## src/rtl/reg_bus_datapath.sv

```systemverilog
// Register-file bus datapath: one command at a time moves, adds, subtracts or clears
// between the IN port, NREG general registers and the OUT holding register.
module reg_bus_datapath #(
    parameter int DW   = 8,
    parameter int NREG = 4,
    parameter int SELW = 3
) (
    input  logic            clk,
    input  logic            rst,
    input  logic            cmd_valid,
    output logic            cmd_ready,
    input  logic [SELW-1:0] cmd_src,
    input  logic [SELW-1:0] cmd_dst,
    input  logic [1:0]      cmd_op,
    input  logic [DW-1:0]   in_data,
    input  logic            in_valid,
    output logic            in_ready,
    output logic [DW-1:0]   out_data,
    output logic            out_valid,
    input  logic            out_ready,
    output logic            flag_z,
    output logic            flag_c,
    output logic            err,
    output logic            busy
);
    typedef enum logic [1:0] {IDLE, WAIT_IN, EXEC, WAIT_OUT} state_t;

    localparam logic [1:0]      OP_MOVE  = 2'b00;
    localparam logic [1:0]      OP_ADD   = 2'b01;
    localparam logic [1:0]      OP_SUB   = 2'b10;
    localparam logic [1:0]      OP_CLEAR = 2'b11;
    localparam logic [SELW-1:0] SEL_MAX  = SELW'(NREG);

    state_t          state_q, state_d;
    logic [SELW-1:0] src_q, src_d, dst_q, dst_d;
    logic [1:0]      op_q, op_d;
    logic [DW-1:0]   opnd_q, opnd_d;
    logic [DW-1:0]   regs_q [NREG];
    logic [DW-1:0]   regs_d [NREG];
    logic [DW-1:0]   out_data_q, out_data_d;
    logic            out_valid_q, out_valid_d;
    logic            flag_z_q, flag_z_d;
    logic            flag_c_q, flag_c_d;
    logic            err_q, err_d;
    logic [DW-1:0]   s_val, d_val;
    logic [DW:0]     alu_res;

    // MSB of the result is carry-out for ADD and borrow for SUB, zero otherwise.
    function automatic logic [DW:0] alu(input logic [1:0] op, input logic [DW-1:0] d,
                                        input logic [DW-1:0] s);
        case (op)
            OP_MOVE: alu = {1'b0, s};
            OP_ADD:  alu = {1'b0, d} + {1'b0, s};
            OP_SUB:  alu = {1'b0, d} - {1'b0, s};
            default: alu = '0;
        endcase
    endfunction

    assign cmd_ready = (state_q == IDLE) && !rst;
    assign in_ready  = (state_q == WAIT_IN) && !rst;
    assign busy      = (state_q != IDLE);
    assign out_data  = out_data_q;
    assign out_valid = out_valid_q;
    assign flag_z    = flag_z_q;
    assign flag_c    = flag_c_q;
    assign err       = err_q;

    always_comb begin
        state_d     = state_q;
        src_d       = src_q;
        dst_d       = dst_q;
        op_d        = op_q;
        opnd_d      = opnd_q;
        regs_d      = regs_q;
        out_data_d  = out_data_q;
        out_valid_d = out_valid_q;
        flag_z_d    = flag_z_q;
        flag_c_d    = flag_c_q;
        err_d       = err_q;

        s_val = opnd_q;
        d_val = out_data_q;
        for (int k = 0; k < NREG; k++) begin
            if (src_q == SELW'(k + 1)) s_val = regs_q[k];
            if (dst_q == SELW'(k + 1)) d_val = regs_q[k];
        end
        alu_res = alu(op_q, d_val, s_val);

        case (state_q)
            IDLE: begin
                if (cmd_valid && cmd_ready) begin
                    // An illegal select is swallowed here and never reaches EXEC.
                    if (cmd_src > SEL_MAX || cmd_dst > SEL_MAX) begin
                        err_d = 1'b1;
                    end else begin
                        err_d   = 1'b0;
                        src_d   = cmd_src;
                        dst_d   = cmd_dst;
                        op_d    = cmd_op;
                        state_d = (cmd_src == '0 && cmd_op != OP_CLEAR) ? WAIT_IN : EXEC;
                    end
                end
            end
            WAIT_IN: begin
                if (in_valid && in_ready) begin
                    opnd_d  = in_data;
                    state_d = EXEC;
                end
            end
            EXEC: begin
                flag_z_d = (alu_res[DW-1:0] == '0);
                flag_c_d = alu_res[DW];
                if (dst_q == '0) begin
                    out_data_d  = alu_res[DW-1:0];
                    out_valid_d = 1'b1;
                    state_d     = WAIT_OUT;
                end else begin
                    for (int k = 0; k < NREG; k++) begin
                        if (dst_q == SELW'(k + 1)) regs_d[k] = alu_res[DW-1:0];
                    end
                    state_d = IDLE;
                end
            end
            WAIT_OUT: begin
                if (out_ready) begin
                    out_valid_d = 1'b0;
                    state_d     = IDLE;
                end
            end
            default: state_d = IDLE;
        endcase
    end

    always_ff @(posedge clk) begin
        if (rst) begin
            state_q     <= IDLE;
            out_data_q  <= '0;
            out_valid_q <= 1'b0;
            flag_z_q    <= 1'b0;
            flag_c_q    <= 1'b0;
            err_q       <= 1'b0;
            for (int k = 0; k < NREG; k++) regs_q[k] <= '0;
        end else begin
            state_q     <= state_d;
            out_data_q  <= out_data_d;
            out_valid_q <= out_valid_d;
            flag_z_q    <= flag_z_d;
            flag_c_q    <= flag_c_d;
            err_q       <= err_d;
            regs_q      <= regs_d;
        end
    end

    // Latched command fields and captured IN operand are only read after acceptance.
    always_ff @(posedge clk) begin
        src_q  <= src_d;
        dst_q  <= dst_d;
        op_q   <= op_d;
        opnd_q <= opnd_d;
    end
endmodule

```

## config.mk

```make
export PLATFORM = sky130hd
export DESIGN_NAME = reg_bus_datapath
export DESIGN_NICKNAME = d
export VERILOG_FILES = /design/src/rtl/reg_bus_datapath.sv
export SDC_FILE = /design/constraint.sdc
export NUM_CORES = 1
export LEC_CHECK = 0
export BUFFER_PORTS_ARGS = -buffer_cell sky130_fd_sc_hd__buf_4
export CAP_MARGIN = 10
export CORE_MARGIN = 3
export CORE_UTILIZATION = 40
export CTS_CLUSTER_SIZE = 8
export DETAILED_ROUTE_END_ITERATION = 10
export PLACE_DENSITY = 0.67
export RECOVER_POWER = 25
export SYNTH_ARGS = -nofsm -noshare
export SYNTH_HDL_FRONTEND = slang
export SYNTH_SLANG_ARGS = --single-unit
```

## constraint.sdc

```tcl
create_clock -name clk -period 4.1 [get_ports clk]
set_input_delay 1.025 -clock clk [delete_from_list [all_inputs] [get_ports clk]]
set_output_delay 1.025 -clock clk [all_outputs]
set_load 0.02 [all_outputs]
```

# ---- Word-level counts from Yosys, hierarchy flattened
# Cells that the tools add are included.
dict set report classes {
  n_addsub 2
  magnitude_cmp 2
  n_eq_ne 19
  mux 20
  n_bitwise 2
  reduce_logical 24
}
# cell count
set op_table {}
lappend op_table {{$mux 8} 8}
lappend op_table {{$pmux 9 s3} 1}
lappend op_table {{$reduce_and 3->1} 6}
lappend op_table {{$eq 3x2->1 const B} 4}
lappend op_table {{$mux 2} 6}
lappend op_table {{$add 8x8->9} 1}
lappend op_table {{$sub 8x8->9} 1}
lappend op_table {{$logic_not 8->1} 1}
lappend op_table {{$ne 2x2->1 const B} 4}
lappend op_table {{$pmux 2 s4} 1}
lappend op_table {{$eq 2x2->1 const B} 3}
lappend op_table {{$eq 3x1->1 const B} 2}
lappend op_table {{$eq 3x3->1 const B} 2}
lappend op_table {{$gt 3x3->1 const B} 2}
lappend op_table {{$logic_not 3->1} 2}
lappend op_table {{$reduce_and 2->1} 3}
lappend op_table {{$logic_and 1x1->1} 5}
lappend op_table {{$eq 2x1->1 const B} 2}
lappend op_table {{$logic_not 2->1} 2}
lappend op_table {{$ne 2x1->1 const B} 2}
lappend op_table {{$reduce_and 4->1} 1}
lappend op_table {{$reduce_bool 2->1} 2}
lappend op_table {{$mux 1} 3}
lappend op_table {{$not 1->1} 2}
lappend op_table {{3 further kinds} 3}
dict set report totals {
  reg_bits 62
  input_bits 21
  output_inout_bits 15
  elab_cells 83
}

# ---- Depth between registers and ports, before layout
dict set report logic_depth {
  word_depth 8
  mapped_depth 16
  depth_no_buf 14
}

# ---- Worst setup path after synthesis
# No wires, ideal clock.
dict set report synth_timing {
  kind {register -> register}
  start {register src_q[0]}
  end {register flag_z_q (netlist: flag_z)}
  setup_time_ns 0.060
  arrival_ns 3.348
  t_required_ns 4.040
  setup_slack_ns 0.691
  stages_incl_launch_ff 16
  n_path_buf 2
  synth_period_minus_slack_ns 3.409
  cell_sequence {edfxtp_1 > buf_6 > buf_2 > mux2i_1 > a22oi_1 > a22oi_2 > ha_1 > a21oi_1 > ha_1 > nor2b_1 > o21a_1 > a311o_1 > xor2_1 > o31a_1 > nor3_1 > a32o_1}
}
dict set report synth_via {
  elab_chain_len 8
  word_cells_on_any_way 12
  cone_classes {add/sub: 2; eq/ne: 4; mux: 5; reduce/logical: 1}
}
# element line_no
set synth_rtl {}
lappend synth_rtl {{start: declaration} 35} ;# logic [SELW-1:0] src_q, src_d, dst_q, dst_d;
lappend synth_rtl {{start signal: assignment} 156} ;# src_q <= src_d;
lappend synth_rtl {{$eq 3x1->1} 84} ;# if (src_q == SELW'(k + 1)) s_val = regs_q[k];
lappend synth_rtl {{$mux 8 (3 in a row)} 84}
lappend synth_rtl {{$mux 8 (*)} 84}
lappend synth_rtl {{$sub 8x8->9 / $add 8x8->9 (equally long branches)} {54, 53}}
lappend synth_rtl {{$pmux 9 s3 (*)} 51} ;# case (op)
lappend synth_rtl {{$logic_not 8->1 (*)} 111} ;# flag_z_d = (alu_res[DW-1:0] == '0);
lappend synth_rtl {{end signal: assignment} 147} ;# flag_z_q <= flag_z_d;
lappend synth_rtl {{end: declaration} 42} ;# logic flag_z_q, flag_z_d;
# Every way passes the cells marked *; elsewhere a longest branch is shown, timed or not.
# A chain may end at the register's enable or synchronous reset.

# ---- Worst setup path after layout
dict set report layout_timing {
  start {register src_q[1]}
  end {register flag_z_q (netlist: flag_z)}
}
# Same word-level chain as after synthesis.

==> results.txt <==
The routability-driven placement congestion ratio came out at around 0.95. The count of nets after finishing came out at ~460. The initial antenna violation count came out at 0.

For this design, the sink count on the clock tree is a little over 60. The number of enable-type register cells in the synthesized netlist is 16. The maximum net fanout on the critical path is 11. The net switching power of the design is between 600 and 700 uW. The gate count after technology mapping came out at a little under 400. The ratio of final minimum period to clock period came out at roughly 92%. For this block, the initial DRC count from the detailed router was between 200 and 250.

0 antenna diodes ended up in the layout. The internal power of the cells came out at 1169 uW. For this run, the register share of the synthesized area comes to 39.20%. The routed length per instance came out at between 15 and 20 um. Counting flops with an async set or reset pin after synthesis yields a share of 0%. The library cell used most frequently in the layout, excluding fill and tap cells, is nor2_1. The number of synthesized register bits is 62. Of the total power, the clock network draws between 20% and 30%.

From synthesis to final layout, the design area changed by 15.09%. For the pin with the worst max-slew slack, the measured transition is between 1000 and 1500 ps. The initial utilization of the core area, before any placement, comes to a little over two fifths.

The run finished with clean final reports. The peak supply drop came out at 264.4 uV. The via density per instance came out at about 5.8.

The fraction of power consumed by sequential logic came out at between 40% and 50%. For the worst setup path, the data arrival time is 4060 ps. Setup total negative slack on the finished layout was measured at 0 ps.

The switching power share of the total came out at 34.42%. Entering global routing, the biggest net connects 51 pins. The width of the die came out at a little over 100 um. Detailed placement finished with a half-perimeter wire length of 7120 um. The via count came out at roughly 3100.

The count of H-tree levels built during CTS is 3. Across every metal layer, demand over resource in global routing totals 19.26%. Synthesis instantiated 60 different standard cells from the library. Leaving out fill and tap cells, the most frequent cells in the layout are nor2_1 (72), dfxtp_1 (46), a211oi_1 (36). The I/O pin total is 36.

The mean instance size in the synthesized netlist is roughly 9.1 um2. Static timing analysis puts the maximum clock frequency at 0.2651 GHz. The synthesis warning total is 0.

Counting I/O delays and the setup requirement, the final critical path takes approximately 3800 ps. For the final database, setup skew stands at around 8.6 ps. The detail route stage leaves a number of antenna-violating nets equal to 0. The min-delay analysis places its worst path in the category reg2reg. The floorplan step defined a die boundary enclosing slightly above 10000 um2.

The clock transition at the register clock pins on the worst setup and hold paths after CTS is 70 ps. The clock reaches the later pin of the worst-skew pair after 350 ps. Setup repair after global routing left no endpoint under its margin. The post-route core utilization is between 40% and 50%. The final hold violation count was 0. The fraction of layout instances using a drive strength above 1 came out at between 10% and 20%. The clock root buffer master is clkbuf_8. The first global-routing pass estimated ~15000 um of wire. The first detailed-routing pass took 5 iterations. The data required time at the worst endpoint came out at 4390 ps. Dividing total power by cell area gives a power density of between 400 and 500 nW/um2. The type of origin of the critical path is a flop. After detailed placement, the total cell area comes to around 3900 um2. The worst setup path is captured at a flop.

The clock tree from TritonCTS is done. The region available for standard cell placement spans 8464 um2. The row count came out at 33. The CTS buffer count came out at 9. The port buffer count came out at 35. The final setup violation count is 0. The total congestion overflow after global routing came out at 0. Combinational logic burns slightly above 30% of the power. The sum of routed wire length over all layers came out at around 9300 um. Summed over all cells, the static leakage comes to about 0.0015 uW.

The number of pins exceeding their max-slew limit in the final report came out at 0. The number of nets in the synthesized netlist came out at approximately 430. The synthesized netlist occupies a cell area of between 3000 and 4000 um2. The vertical extent of the die came out at around 100 um. The number of global-route vias before repair is roughly 3000. In the synthesized netlist the dominant register cell turns out to be dfxtp_1. For this run, design rule violations remaining after detail routing come to 0. The tool flagged a number of max-cap violations equal to 0. The clock passes through at most 2 buffers. The category of the most critical setup path is reg2reg.

The normalized max-slew margin came out at between 20% and 30%. The summed area of non-filler cells in the final layout came out at 4114 um2.
-- power by group through the flow --
stage	Combinational [uW]	Clock [uW]	Sequential (uW)
6_report	553	496	733
5_1_grt	607	533	740
4_1_cts	552	506	732
3_5_place_dp	550	0	745
3_3_place_gp	542	0	745
2_1_floorplan	394	0	732
-- final cells by class --
class                      instances  area [um2]
clock buffer                      13       168.9
clock inverter                     3       17.52
fill                             775        4350
inverter                          11       41.29
multi-input combinational        292        2008
sequential                        62        1401
tap                              105       131.4
timing repair buffer              48       345.3
-- critical path: stages, from the launching register on --
cell	delay, ps
edfxtp_1	580
nor2b_1	290
a22oi_1	140
a22oi_2	330
ha_1	290
a21oi_1	250
ha_1	270
nor2b_1	120
o21a_1	180
a311o_1	400
xor2_1	180
o31a_1	300
nor3_1	190
a32o_1	180
-- state kept, by name, indices dropped and copies added, names as in the netlist --
| register | count |
|---|---|
| dst_q | 3 |
| flag_c | 1 |
| regs_q | 32 |
| err | 1 |
| out_data | 8 |
| out_valid | 1 |
| flag_z | 1 |
| op_q | 2 |
| opnd_q | 8 |
| state_q | 2 |
| src_q | 3 |
-- Yosys cell counts, types with 7 or more instances --
| master | instances | share of area [%] |
|---|---|---|
| o21ai_0 | 22 | 3.1 |
| nor2_1 | 72 | 7.6 |
| inv_1 | 11 | 1.2 |
| ha_1 | 12 | 4.2 |
| nand2_1 | 8 | 0.84 |
| edfxtp_1 | 16 | 13 |
| dfxtp_1 | 46 | 26 |
| xor2_1 | 7 | 1.7 |
| mux2_2 | 7 | 2.2 |
| a21oi_1 | 14 | 2.0 |
| nand3_1 | 7 | 0.98 |
| a22oi_1 | 20 | 4.2 |
| a211oi_1 | 36 | 7.6 |
| clkbuf_1 | 18 | 1.9 |
| mux2i_1 | 12 | 3.4 |
-- timing repair --
item,4_1_cts,5_1_grt
resized for setup,0,1
buffers inserted,0,0
hold buffers,0,0
endpoints found under the setup margin,0,5
-- logic make-up after synthesis --
kind of cell | count (synthesis) | share of synthesized area, %
AO/OA/AOI/OAI | 125 | 25.62
AND/OR/NAND/NOR | 119 | 15.65
XOR/XNOR | 13 | 3.185
adder cells (fa/ha/maj) | 13 | 4.760
buffers and inverters | 37 | 4.550
flip-flops | 62 | 39.20
multiplexers | 22 | 7.036
-- per-layer routing --
metal,GRT usage (%),routed length (um),vias to the layer above
li1,-,-,1513
met1,25.87,4277,1479
met2,30.33,4252,106
met3,4.567,591,16
met4,6.839,168,0
met5,0,0,-
-- final timing paths --
path | slack [ps] | end | start | cells past startpoint
max | 330 | flag_z$_SDFFE_PP0P_ | src_q[1]$_DFFE_PP_ | 13
min | 470 | flag_c$_SDFFE_PP0P_ | flag_c$_SDFFE_PP0P_ | 1
min reg2reg | 470 | flag_c$_SDFFE_PP0P_ | flag_c$_SDFFE_PP0P_ | 1
max reg2reg | 330 | flag_z$_SDFFE_PP0P_ | src_q[1]$_DFFE_PP_ | 13
-- per-stage QoR --
| step | worst slack [ps] | hold WS, ps | total power (uW) | instances |
|---|---|---|---|---|
| after global routing | 55.46 | 504.0 | 1880 | 534 |
| after floorplan | 691.4 | 477.5 | 1126 | 391 |
| final | 327.8 | 474.1 | 1783 | 534 |
| after CTS | 317.7 | 479.4 | 1790 | 534 |
| after detailed placement | 333.2 | 463.0 | 1295 | 518 |
| after global placement | 417.5 | 455.7 | 1287 | 518 |
Power figures use the tool's default switching activity.
